$ cat src/rtl/regfile_wb_ctrl.sv
// regfile_wb_ctrl
//   Register-file write-back sequencer for the multicycle MIPS datapath.
//   Takes a decoded instruction class from the main control FSM and, cycle by
//   cycle, drives the regDest mux select, the write-data source select and the
//   register-file write enable. It waits on memory for LOAD/PUSH/POP, performs
//   two writes for POP, never writes $zero, and flags memory timeouts and
//   illegal classes.
//
// Parameters
//   MEM_TIMEOUT : consecutive MEMWAIT cycles with mem_ready low before the
//                 operation is aborted (1..255)
//
// Ports
//   clk        in   rising-edge clock
//   reset_n    in   asynchronous active-low reset
//   start      in   request pulse, accepted only while busy=0
//   op_class   in   instruction class, sampled with start
//   rt, rd     in   register fields, sampled with start
//   mem_ready  in   memory access complete (looked at only in MEMWAIT)
//   reg_dest   out  00 rt, 01 rd, 10 $31, 11 $29
//   wb_src     out  00 ALU, 01 MEM, 10 PC
//   reg_write  out  register-file write enable
//   busy       out  high whenever not idle
//   done       out  one-cycle completion pulse
//   err        out  coincident with done on timeout or illegal class

module regfile_wb_ctrl #(
  parameter int unsigned MEM_TIMEOUT = 15
) (
  input  logic       clk,
  input  logic       reset_n,
  input  logic       start,
  input  logic [2:0] op_class,
  input  logic [4:0] rt,
  input  logic [4:0] rd,
  input  logic       mem_ready,
  output logic [1:0] reg_dest,
  output logic [1:0] wb_src,
  output logic       reg_write,
  output logic       busy,
  output logic       done,
  output logic       err
);

  typedef enum logic [2:0] {
    IDLE    = 3'd0,
    MEMWAIT = 3'd1,
    WB1     = 3'd2,
    WB2     = 3'd3,
    FIN     = 3'd4
  } state_t;

  typedef enum logic [2:0] {
    CLS_R    = 3'b000,
    CLS_IALU = 3'b001,
    CLS_LOAD = 3'b010,
    CLS_JAL  = 3'b011,
    CLS_PUSH = 3'b100,
    CLS_POP  = 3'b101,
    CLS_NOWB = 3'b110,
    CLS_ILL  = 3'b111
  } op_class_t;

  localparam logic [7:0] TMO_LIMIT = 8'(MEM_TIMEOUT);

  localparam logic [1:0] SEL_RT  = 2'b00;
  localparam logic [1:0] SEL_RD  = 2'b01;
  localparam logic [1:0] SEL_31  = 2'b10;
  localparam logic [1:0] SEL_29  = 2'b11;
  localparam logic [1:0] SRC_ALU = 2'b00;
  localparam logic [1:0] SRC_MEM = 2'b01;
  localparam logic [1:0] SRC_PC  = 2'b10;

  state_t    state, nstate;
  op_class_t cls, ncls;
  logic [4:0] rt_q, nrt;
  logic [4:0] rd_q, nrd;
  logic [7:0] cnt, ncnt;
  logic       tmo, ntmo;

  logic [1:0] nsel, nsrc;
  logic       nwe, nbusy, ndone, nerr;

  // Next-state and latched-field update.
  always_comb begin
    nstate = state;
    ncls   = cls;
    nrt    = rt_q;
    nrd    = rd_q;
    ncnt   = cnt;
    ntmo   = tmo;
    case (state)
      IDLE: begin
        if (start) begin
          ncls = op_class_t'(op_class);
          nrt  = rt;
          nrd  = rd;
          ncnt = '0;
          ntmo = 1'b0;
          case (op_class_t'(op_class))
            CLS_R, CLS_IALU, CLS_JAL:    nstate = WB1;
            CLS_LOAD, CLS_PUSH, CLS_POP: nstate = MEMWAIT;
            default:                     nstate = FIN;
          endcase
        end
      end
      MEMWAIT: begin
        if (mem_ready) begin
          nstate = WB1;
          ncnt   = '0;
        end else if (cnt + 8'd1 == TMO_LIMIT) begin
          nstate = FIN;
          ncnt   = '0;
          ntmo   = 1'b1;
        end else begin
          ncnt = cnt + 8'd1;
        end
      end
      WB1:     nstate = (cls == CLS_POP) ? WB2 : FIN;
      WB2:     nstate = FIN;
      FIN:     nstate = IDLE;
      default: nstate = IDLE;
    endcase
  end

  // Outputs are decoded from the next state and next latched fields, then
  // registered, so each output appears in the same cycle as its state with
  // no path from the inputs to the pins.
  always_comb begin
    nsel  = SEL_RT;
    nsrc  = SRC_ALU;
    nwe   = 1'b0;
    nbusy = (nstate != IDLE);
    ndone = 1'b0;
    nerr  = 1'b0;
    case (nstate)
      WB1: begin
        case (ncls)
          CLS_R:    begin nsel = SEL_RD; nsrc = SRC_ALU; end
          CLS_IALU: begin nsel = SEL_RT; nsrc = SRC_ALU; end
          CLS_LOAD: begin nsel = SEL_RT; nsrc = SRC_MEM; end
          CLS_JAL:  begin nsel = SEL_31; nsrc = SRC_PC;  end
          CLS_PUSH: begin nsel = SEL_29; nsrc = SRC_ALU; end
          CLS_POP:  begin nsel = SEL_RT; nsrc = SRC_MEM; end
          default:  begin nsel = SEL_RT; nsrc = SRC_ALU; end
        endcase
        nwe = 1'b1;
      end
      WB2: begin
        nsel = SEL_29;
        nsrc = SRC_ALU;
        nwe  = 1'b1;
      end
      FIN: begin
        ndone = 1'b1;
        nerr  = ntmo || (ncls == CLS_ILL);
      end
      default: ;
    endcase
    // $zero is never written; the sequence itself is unaffected.
    if ((nsel == SEL_RT && nrt == 5'd0) || (nsel == SEL_RD && nrd == 5'd0))
      nwe = 1'b0;
  end

  always_ff @(posedge clk or negedge reset_n) begin
    if (!reset_n) begin
      state     <= IDLE;
      cls       <= CLS_R;
      rt_q      <= '0;
      rd_q      <= '0;
      cnt       <= '0;
      tmo       <= 1'b0;
      reg_dest  <= '0;
      wb_src    <= '0;
      reg_write <= 1'b0;
      busy      <= 1'b0;
      done      <= 1'b0;
      err       <= 1'b0;
    end else begin
      state     <= nstate;
      cls       <= ncls;
      rt_q      <= nrt;
      rd_q      <= nrd;
      cnt       <= ncnt;
      tmo       <= ntmo;
      reg_dest  <= nsel;
      wb_src    <= nsrc;
      reg_write <= nwe;
      busy      <= nbusy;
      done      <= ndone;
      err       <= nerr;
    end
  end

endmodule

$ cat config.mk
export PLATFORM = sky130hd
export DESIGN_NAME = regfile_wb_ctrl
export DESIGN_NICKNAME = d
export VERILOG_FILES = /design/src/rtl/regfile_wb_ctrl.sv
export SDC_FILE = /design/constraint.sdc
export NUM_CORES = 1
export LEC_CHECK = 0
export CAP_MARGIN = 10
export CORE_ASPECT_RATIO = 1.1
export CORE_MARGIN = 3
export CORE_UTILIZATION = 57
export CTS_CLUSTER_SIZE = 24
export DETAILED_ROUTE_END_ITERATION = 16
export PLACE_DENSITY_LB_ADDON = 0.2
export RECOVER_POWER = 50
export SLEW_MARGIN = 25
export SYNTH_ARGS = -nofsm -noshare
export SYNTH_HDL_FRONTEND = slang
export SYNTH_SLANG_ARGS = --single-unit
$ cat constraint.sdc
create_clock -name clk -period 5.9 [get_ports clk]
set_clock_uncertainty 0.15 [all_clocks]
set_input_delay 1.18 -clock clk [delete_from_list [all_inputs] [get_ports clk]]
set_output_delay 1.18 -clock clk [all_outputs]
set_load 0.01 [all_outputs]
==> results by stage, run 1 <==
Placed design:
- At the end of routability-driven placement, the weighted congestion stood at 0.887.
- The final HPWL from detailed placement is 2440 microns.
- The post-place setup slack is 2.31 ns.
- Port buffering added 24 buffers.

Logic synthesis:
- In the synthesized netlist the dominant register cell turns out to be dfrtp_1.
- The most frequent cell after synthesis is nand2_1.
- The number of different library cells in the post-synthesis netlist is 39.
- By count the netlist is led by nand2_1 (52), dfrtp_1 (33), o21ai_0 (13).
- Counting every instance in the synthesized netlist gives 175.
- The mean post-synth cell area is 9.26 sq um.
- Yosys printed 0 warnings.
- dfrtp_1 takes more of the synthesized area than any other cell.
- The number of flip-flops and latches in the synthesized netlist is 33.
- The sequential fraction of the synthesis area is 0.510.
- After synthesis, the cell types taking the most area are dfrtp_1 (51%), nand2_1 (12%), o21ai_0 (4.0%).
- Counting flops with a built-in enable in the synthesized netlist gives 0.
- The share of flip-flops with an asynchronous set or reset after synthesis is 1.00.
- The cell area after synthesis is 0.00162 sq mm.
- The share of synthesized area in the top cell type comes to 0.510.
- Synthesis produced a netlist with a net count of 194.

Clocking:
- The number of setup buffers added after CTS is 0.
- The buffer levels on the longest clock path is 2.
- The number of instances resized during post-cts repair is 0.
- The clock-pin slew on the worst setup and hold paths is 0.09 ns.
- The number of buffers inserted during clock tree synthesis is 5.
- Clock tree synthesis selected as its root buffer the cell clkbuf_4.
- The clock tree synthesis step divided the H-tree into 2 levels.
- Clock tree synthesis found a total of 33 sinks.
- In this run, post-CTS hold repair placed 0 buffers.
- For the worst-skew pair, the clock arrives at the later sink with an insertion delay of 0.35 ns.
- TritonCTS built the clock tree.

Setup path:
- The worst setup path is captured at an asynchronous set/reset pin.
- In this run the critical register-to-register path is captured at busy.
- Across all register-to-register paths, the minimum setup slack is 3.74 ns.
- The data required time at the worst endpoint is 5.89 ns.
- Counting buffers and inverters, the worst setup path is 2 cells deep.
- The arrival time at the worst endpoint is 2.95 ns.
- The launching point of the worst reg2reg path is cnt[0].
- The worst register-to-register path has a depth of 6.
- STA classifies the critical path startpoint as an input port.
- The worst setup path is of the in2async kind.
- The signal on the critical path passes through dlygate4sd3_1, clkbuf_1.
- On the critical path, the stage with the largest delay is an instance of clkbuf_1.
- The number of buffers and inverters on the critical path is 2.
- The largest driver fanout on the critical path is 33.
- The endpoint of the most critical setup path is rd_q[4].
- The largest incremental delay on the critical path is 1.23 ns.
- Grouping stages by cell kind, the critical path spends the most delay in buffers and inverters.
- The worst setup path startpoint is reset_n.

GRT:
- The via count of the first global-routing pass came to 1263.
- The initial antenna violation count came to 0.
- The pin count of the biggest net entering global routing is 34.
- In the global route stage, overall resource usage came out at 0.221.
- The wire length of the first global-routing pass is 5750 microns.
- Summed over all layers, the global routing overflow is 0.

Floorplan:
- The die extent in x is 56.8 microns.
- For this design the top-level I/O count stands at 25.
- The full die area is 0.00352 sq mm.
- The floorplan row count is 19.
- After floorplanning, the core was sized to cover 0.00262 sq mm.
- The initial cell density of the core is 0.620.
- The y dimension of the die is 61.9 microns.

STA:
- The highest clock frequency the design can meet is 339 MHz.
- Setup violations remaining at the end of the flow were counted as 0.
- Once routing completed, OpenROAD measured the worst setup slack at 2.95 ns.
- For the final routed database, the setup TNS stands at 0 ns.
- In this run the tightest slew margin relative to its limit is -0.143.
- The transition time of the tightest slew-check pin is 1.72 ns.
- The count of final hold-check violations came to 0.
- Dividing the final minimum period by the clock period gives 0.501.
- Setup repair after global routing left no endpoint under its margin.
- The time the final worst path needs with I/O delays and setup is 2.95 ns.
- The max-slew violation count is 34.

Detailed routing:
- The routed wirelength normalized by instance count is 14.6 microns.
- The first-pass iteration count of the detailed router is 4.
- After detailed routing, the number of vias per cell comes to 5.74.
- The final antenna-violating net count is 0.
- For this block, the initial DRC count from the detailed router was 71.
- The vias after detailed routing is 1355.
- Summed over all layers, the routed wires come to 3460 microns.
- After detailed routing, the number of remaining DRC violations is 0.

Final layout:
- The combined flip-flop and latch cell area is 826 sq um.
- The final layout contains 223 nets.
- In the final layout, the multi-input gates occupy 766 sq um.
- The relative area change from synthesis to final layout is 22.5%.
- The final antenna diode count is 0.
- The number of fill cells in the layout is 201.
- The layout cell share with drive strength beyond 1 is 0.0732.

Status:
- The run finished, with violations left.
- The checks that failed: capacitance limit, slew limit.

Power and ir drop:
- VDD sags by at most 0.359 mV.
- The power density over cell area is 425 mW/mm^2.
- The leakage dissipation is 0.903 nW.

Min path:
- The worst min-delay path class is reg2reg.

Flow run:
- Across the run, the number of max-cap violations was 1.
==> placed cells by master (no fill, tap or decap), types with 2 or more instances in the layout <==
master | netlist | routed
o21ai_1 | 3 | 2
mux2_2 | 2 | 2
dlygate4sd3_1 | 0 | 2
clkbuf_1 | 3 | 2
a31oi_1 | 4 | 4
inv_1 | 4 | 4
clkbuf_4 | 0 | 5
nand3b_1 | 2 | 2
or4_1 | 2 | 2
dfrtp_1 | 33 | 33
o21ai_0 | 13 | 14
mux2i_1 | 2 | 2
nand2b_1 | 2 | 2
nand4_1 | 3 | 3
nor2_1 | 11 | 11
clkdlybuf4s50_1 | 0 | 22
nor3_1 | 4 | 4
and2b_1 | 2 | 2
nand2_1 | 52 | 52
nand3_1 | 5 | 5
o211ai_1 | 2 | 2
a21oi_1 | 4 | 4
ha_1 | 2 | 2
==> layer usage <==
metal  part of all wire  GRT usage  vias up
met3              0.060     0.0764        6
met2               0.50      0.380       48
met1               0.42      0.256      629
met4              0.017     0.0960        0
li1                   -          -      672
met5                  0          0        -
==> registers in the layout, indices dropped and copies added, names as in the netlist <==
signal,count
busy,1
cls,3
cnt,8
done,1
err,1
rd_q,5
reg_dest,2
reg_write,1
rt_q,5
state,3
tmo,1
wb_src,2
==> power breakdown <==
| part | total [mW] | leakage [nW] | switching (mW) | internal [mW] |
|---|---|---|---|---|
| Clock | 0.178 | 0.0455 | 0.0771 | 0.101 |
| Combinational | 0.309 | 0.426 | 0.176 | 0.133 |
| Sequential | 0.356 | 0.432 | 0.0574 | 0.299 |
| Total | 0.843 | 0.903 | 0.310 | 0.533 |
==> stage by stage <==
step | util | instances | hold slack, ns | instance area, sq um | total power, mW
2_1_floorplan | - | 175 | 0.287 | 1620 | 0.554
3_3_place_gp | 0.724 | 227 | 0.304 | 1890 | 0.646
3_5_place_dp | 0.724 | 227 | 0.318 | 1890 | 0.661
4_1_cts | 0.756 | 235 | 0.340 | 1980 | 0.841
5_1_grt | 0.759 | 236 | 0.364 | 1990 | 0.900
6_report | 0.759 | 236 | 0.339 | 1990 | 0.843
==> final cells by class <==
type                    instances  share of cell area
well taps                      31              0.0195
clock buffers                   7              0.0277
multi-input cells             134               0.386
inverters                       4             0.00756
flip-flops and latches         33               0.416
repair buffers                 26               0.129
clock inverters                 1              0.0151
==> kinds of logic after synthesis <==
logic type	Yosys count	share of synthesized area
compound gates	33	0.134
xor+xnor	2	0.0108
fa+ha+maj	2	0.0154
buf+inv	8	0.0232
flops	33	0.510
mux	4	0.0263
simple gates	93	0.280
==> how the worst min path moves through the flow <==
stage / start / end / slack, ns / cells past startpoint
after floorplan: rt_q[3] / rt_q[3] / 0.29 / 2
after global placement: rt_q[1] / rt_q[1] / 0.30 / 2
after detailed placement: rd_q[0] / rd_q[0] / 0.32 / 2
after CTS: rt_q[3] / rt_q[3] / 0.34 / 2
after global routing: rt_q[3] / rt_q[3] / 0.36 / 2
final: rt_q[3] / rt_q[3] / 0.34 / 2
Note: power is estimated with default switching activity, not from simulation.
==> run 2: changes to the inputs <==
--- a/config.mk
+++ b/config.mk
@@ -8,7 +8,7 @@
 export CAP_MARGIN = 10
 export CORE_ASPECT_RATIO = 1.1
 export CORE_MARGIN = 3
-export CORE_UTILIZATION = 57
+export CORE_UTILIZATION = 53
 export CTS_CLUSTER_SIZE = 24
 export DETAILED_ROUTE_END_ITERATION = 16
 export PLACE_DENSITY_LB_ADDON = 0.2
==> constraint.sdc (replaced) <==
create_clock -name clk -period 2.78 [get_ports clk]
set_clock_uncertainty 0.15 [all_clocks]
set_input_delay 0.556 -clock clk [delete_from_list [all_inputs] [get_ports clk]]
set_output_delay 0.556 -clock clk [all_outputs]
set_load 0.01 [all_outputs]
==> run 2 against run 1 <==
Effect of this change:
- die area up 6.8%
- largest cell class unchanged
- combinational power up 110%
- the flow now finishes without violations
- non-clock buffer count up 1
==> results by stage, run 2 (same netlist as run 1, synthesis figures left out) <==
STA:
- The worst-case hold slack is 0.334 ns.
- The time the final worst path needs with I/O delays and setup is 2.22 ns.
- Setup repair after global routing left no endpoint under its margin.
- The max-slew violation count is 0.
- At the pin with the least slew margin, the transition time is 0.872 ns.
- The total negative setup slack is 0 ns.
- Measured against its own limit, the worst slew margin works out to 0.412.
- In the post-route analysis, the smallest setup slack over all paths is 0.562 ns.
- Setup violations remaining at the end of the flow were counted as 0.
- The highest clock frequency the design can meet is 451 MHz.
- In the finished design, the share of the clock period the worst path needs comes to 0.798.
- The count of final hold-check violations was 0.

Floorplan:
- The floorplan step defined a die boundary enclosing 0.00376 sq mm.
- The number of ports placed on the die boundary is 25.
- The y dimension of the die is 64.0 microns.
- The core area is 0.00285 sq mm.
- The die extent in x is 58.7 microns.
- The initial cell density of the core is 0.568.
- The floorplan row count is 20.

Setup path:
- The data required time at the worst endpoint is 2.88 ns.
- Walking the worst path, the cells encountered are dlygate4sd3_1, nor4b_4, mux2_2, nor2_1, nand2_1, a21boi_0.
- Counting cells, the worst reg-to-reg path comes to 6.
- The path type of the worst setup path is in2reg.
- Of all nets on the critical path, the largest fanout is 7.
- The kind of cell with the highest combined delay along the critical path is simple AND/OR/NAND/NOR gates.
- The number of buffers and inverters on the critical path is 1.
- Data on the critical path arrives at its endpoint at 2.32 ns.
- The critical path endpoint category is a flop.
- The endpoint of the worst register-to-register path is busy.
- On the worst path, the slowest cell contributes a delay of 0.57 ns.
- The launching point of the worst reg2reg path is cnt[1].
- The critical path's slowest cell is dlygate4sd3_1.
- The worst setup slack for register-to-register paths is 0.59 ns.
- The category of the worst setup path launch point is an input port.

GRT:
- The overflow left after global routing is 0.
- The pin count of the biggest net entering global routing is 34.
- The initial antenna violation count is 0.
- The via count of the first global-routing pass is 1341.
- The first global-routing pass estimated 5750 microns of wire.
- In the global route stage, overall resource usage came out at 0.201.

Final layout:
- The post-layout net count is 224.
- In the layout the commonest cells are nand2_1 (52), dfrtp_1 (33), clkdlybuf4s50_1 (22).
- The number of flip-flops in the largest register is 8.
- Of the cells placed in the final design, the portion with a size suffix greater than 1 is 0.0728.
- The relative area change from synthesis to final layout is 20.9%.
- The area occupied by multi-input gates is 766 sq um.
- The number of fill cells in the layout is 232.
- The commonest non-fill, non-tap cell in the layout is nand2_1.
- Once layout is complete, the utilization of the core stands at 0.687.
- Excluding fillers, the count of instances in the completed layout stands at 239.
- The register with the most flip-flops in the final layout is cnt.
- Across the whole layout, storage elements account for 826 sq um.
- In the final layout, the registers with the most flip-flops are cnt x8, rd_q x5, rt_q x5.
- The final antenna diode count is 0.

Clocking:
- The cell at the root of the clock tree is clkbuf_4.
- After clock tree synthesis, the clock-pin slew on the worst setup and hold paths is 0.09 ns.
- In this run the post-CTS setup repair buffer count came out at 0.
- The clock sink total is 33.
- The number of instances resized during post-cts repair is 0.
- The total number of H-tree levels is 2.
- The later pin in the worst-skew pair is clocked with a latency of 0.35 ns.
- The hold buffer count at cts is 0.
- The buffer levels on the longest clock path is 2.
- Buffers inserted during clock tree synthesis total 5.
- TritonCTS built the clock tree.

Detailed routing:
- The routed wirelength normalized by instance count is 14.2 microns.
- In this run the remaining antenna-violating nets after routing total 0.
- The final layout contains routed wiring with a total length of 3400 microns.
- The first-pass iteration count of the detailed router is 4.
- The detail-routed via count per cell is 5.76.
- The remaining routing DRC violations is 0.
- The number of DRC violations after detailed-routing iteration 0 is 78.
- The vias after detailed routing is 1377.

Placed design:
- The final HPWL from detailed placement is 2470 microns.
- The port buffer count is 24.
- The post-place setup slack is 0.308 ns.
- The number of instances in the placed design is 231.
- The routability-driven placement congestion ratio is 0.841.

Power and ir drop:
- Summed over all cells, the static leakage comes to 0.892 nW.
- The power density over cell area is 854 mW/mm^2.
- The worst IR drop on VDD is 0.531 mV.

Min path:
- For hold timing, the worst endpoint is rd_q[0].
- The number of stages on the worst hold path is 2.
- The worst min-delay path startpoint is rd_q[0].
- The worst min-delay path class is reg2reg.

Flow run:
- The number of maximum-capacitance constraint violations is 0.

Status:
- The flow ran to the end, and the final reports show no timing, DRC or antenna violations.
[run 2: layer usage]
metal | global-route usage | part of all wire
met4 | 0.0680 | 0.014
met2 | 0.322 | 0.48
met3 | 0.0646 | 0.067
met5 | 0 | 0
met1 | 0.253 | 0.44
[run 2: tightest hold or removal path: cells and delay by family (launching register included)]
kind          cells  cell delay, ns
simple gates      2            0.10
flops             1            0.35
[run 2: through the flow]
step | power (mW) | cell area [sq um]
after floorplan | 1.17 | 1620
after global placement | 1.39 | 1910
after detailed placement | 1.42 | 1910
after CTS | 1.68 | 1960
after global routing | 1.80 | 1960
final | 1.67 | 1960
[run 2: worst max-delay path by stage]
stage,startpoint,to,slack (ns),depth (start not counted)
final,start,wb_src[0],0.56,6
after global routing,cnt[0],busy,0.44,6
after CTS,cnt[0],busy,0.59,6
after detailed placement,start,wb_src[0],0.31,6
after global placement,start,wb_src[0],0.40,6
after floorplan,cnt[0],busy,0.85,6
[run 2: final cells by class]
type,count,area share
timing repair buffer,27,0.134
inverter,4,0.00766
multi-input combinational,134,0.391
sequential,33,0.421
tap,33,0.0211
clock buffer,8,0.0249
[run 2: power breakdown]
| part | internal (mW) | switching [mW] |
|---|---|---|
| combinational | 0.287 | 0.371 |
| sequential | 0.634 | 0.122 |
| clock | 0.101 | 0.159 |
==> run 3: changes to the inputs <==
==> constraint.sdc (replaced) <==
create_clock -name clk -period 2.1 [get_ports clk]
set_clock_uncertainty 0.15 [all_clocks]
set_input_delay 0.42 -clock clk [delete_from_list [all_inputs] [get_ports clk]]
set_output_delay 0.42 -clock clk [all_outputs]
set_load 0.01 [all_outputs]
==> run 3 against run 2 <==
Effect of this change:
- critical path depth grew 1
- routed wire length grew 17%
- die area is the same
- first-iteration DRC count shrank 9.0%
- setup slack lost 0.50 ns
- clock power grew 59%
- sequential power grew 34%
- total power grew 45%
- utilization grew 5.4 points
- combinational power grew 52%
- critical endpoint is now busy
- highest routed layer unchanged
==> results by stage, run 3 (same netlist as run 1, synthesis figures left out) <==
Status:
- The flow ran to the end, and the final reports show no timing, DRC or antenna violations.

Final layout:
- The number of fill cells in the layout is 221.
- The register with the most flip-flops in the layout has 8 of them.
- The layout cell share with drive strength beyond 1 is 0.156.
- The register with the most flip-flops in the final layout is cnt.
- The finished layout holds 251 standard cells, fillers aside.
- The post-layout net count is 236.
- The final antenna diode count is 0.
- The relative area change from synthesis to final layout is 30.4%.
- The top cell types in the final layout, fill and taps aside, are nand2_1 (52), dfrtp_1 (32), clkdlybuf4s50_1 (23).
- Leaving out fill and tap cells, the most frequent cell in the layout is nand2_1.
- In the final layout, the registers with the most flip-flops are cnt x8, rd_q x5, rt_q x5.

Floorplan:
- The die extent in x is 58.7 microns.
- The full die area is 0.00376 sq mm.
- For this configuration, the core starts out at a cell density of 0.568.
- During I/O placement, the number of pins put on the boundary was 25.
- The floorplan has 20 rows.
- The y dimension of the die is 64.0 microns.
- The core region is 0.00285 sq mm.

Clocking:
- The clock latency at the later pin of the worst-skew pair is 0.35 ns.
- Counting the buffers created by CTS gives 5.
- The H-tree was split into 2 levels.
- The hold buffer count at cts is 0.
- After clock tree synthesis, the clock-pin slew on the worst setup and hold paths is 0.09 ns.
- The cell at the root of the clock tree is clkbuf_4.
- TritonCTS built the clock tree.
- The tree built by TritonCTS fans out to 33 sinks.
- In this run the deepest clock path goes through 2 buffers.

GRT:
- The global-route total usage across every layer is 0.236.
- Entering global routing, the biggest net connects 34 pins.
- The initial antenna violation count was 0.
- After global routing the overflow that remains totals 0.
- The via count of the first global-routing pass is 1455.
- The wire length of the first global-routing pass is 6710 microns.

Power and ir drop:
- VDD sags by at most 0.975 mV.
- The power density over cell area is 1150 mW/mm^2.
- Overall power consumption after layout is estimated at 2.43 mW.
- Summed over all cells, the static leakage comes to 0.969 nW.

STA:
- The transition time of the tightest slew-check pin is 0.795 ns.
- The post-layout worst setup margin is 0.0626 ns.
- The count of final hold-check violations was 0.
- In the finished design, the share of the clock period the worst path needs comes to 0.970.
- Setup violations remaining at the end of the flow were counted as 0.
- Setup repair after global routing could not meet its margin everywhere.
- Hold timing on the final database bottoms out at a slack of 0.334 ns.
- Based on the critical path, the design can be clocked at up to 491 MHz.
- The max-slew violation count is 0.
- The smallest clock period supported by the final layout is computed as 2.04 ns.
- The worst pin sits at a relative slew slack of 0.470.

Detailed routing:
- The number of DRC violations after detailed-routing iteration 0 is 71.
- The detail-routed via count per cell is 5.96.
- The final antenna-violating net count is 0.
- The first-pass iteration count of the detailed router is 6.
- The vias after detailed routing is 1495.
- For this block, the routed nets add up to 3980 microns of wire.
- After detailed routing, the average wire length per cell comes to 15.8 microns.
- For this run, design rule violations remaining after detail routing come to 0.

Setup path:
- The critical path goes through ha_4, buf_12, and2b_1, o21a_1, nand4_4, a221oi_4, o2111ai_2.
- Data on the critical path is required at its endpoint by 2.15 ns.
- The arrival time at the worst endpoint is 2.09 ns.
- The critical path endpoint category is a flop.
- The critical path's slowest cell is dfrtp_2.
- The largest single stage delay on the critical path is 0.45 ns.
- The path type of the worst setup path is reg2reg.
- Of all nets on the critical path, the largest fanout is 7.
- The worst setup path is launched from a flop.

Placed design:
- The final HPWL from detailed placement is 2800 microns.
- The port buffer count is 24.
- The congestion estimate from routability-driven global placement came to 0.878.
- The post-place setup slack is -0.143 ns.
- Including well taps, the total number of placed cells is 240.

Min path:
- The min-delay analysis places its worst path in the category reg2reg.

Flow run:
- Max-cap violations in this run came to 0.
run 3: cell types whose count changed in the layout (fill, tap and decap cells not counted), sizes merged:
cell / before / now
buf: 3 / 13
clkbuf: 8 / 9
clkdlybuf4s50: 22 / 23
clkinv: 0 / 1
dlygate4sd3: 2 / 1
run 3: critical path, delay by kind of cell (launching register included):
| kind | cells | cell delay, ns |
|---|---|---|
| buffers and inverters | 1 | 0.10 |
| AO/OA/AOI/OAI | 3 | 0.74 |
| adder cells (fa/ha/maj) | 1 | 0.17 |
| flip-flops | 1 | 0.45 |
| AND/OR/NAND/NOR | 2 | 0.29 |
run 3: path summary, 6_finish.rpt:
kind / from / slack, ns / cells past startpoint / end
max: cnt[1] / 0.06 / 7 / busy
min: rt_q[3] / 0.33 / 2 / rt_q[3]
max reg2reg: cnt[1] / 0.06 / 7 / busy
min reg2reg: rt_q[3] / 0.33 / 2 / rt_q[3]
max in group asynchronous: reset_n / 0.71 / 2 / cnt[1]
min in group asynchronous: reset_n / 0.51 / 2 / cnt[6]
run 3: power breakdown:
group	switching, mW	leakage, nW	internal, mW
registers	0.174	0.430	0.840
logic	0.538	0.498	0.461
clock network	0.219	0.0413	0.194
run 3: final cells by class:
class | instances | area (sq um) | share of cell area
Clock buffer | 7 | 65.1 | 0.0308
Clock inverter | 1 | 5.00 | 0.00237
Inverter | 4 | 15.0 | 0.00710
Multi-Input combinational cell | 134 | 801 | 0.379
Sequential cell | 33 | 827 | 0.391
Tap cell | 33 | 41.3 | 0.0195
Timing Repair Buffer | 39 | 359 | 0.170
run 3: metrics by stage:
step	utilization	area (sq um)	TNS, ns
CTS	0.721	2060	0
floorplan	-	1620	0
global placement	0.693	1980	-0.270
finish	0.741	2110	0
detailed placement	0.693	1980	-0.459
global route	0.741	2110	-0.0889
run 3: per-layer routing:
layer | track usage | part of all wire | vias to the layer above
met5 | 0 | 0 | -
met2 | 0.356 | 0.50 | 57
met4 | 0.105 | 0.022 | 0
li1 | - | - | 695
met3 | 0.0707 | 0.055 | 11
met1 | 0.310 | 0.42 | 732
run 3: timing repair:
action                     4_1_cts  5_1_grt
pin swaps                        1        5
setup buffers                    1        2
resized for setup                0        7
setup endpoints to repair        1        7
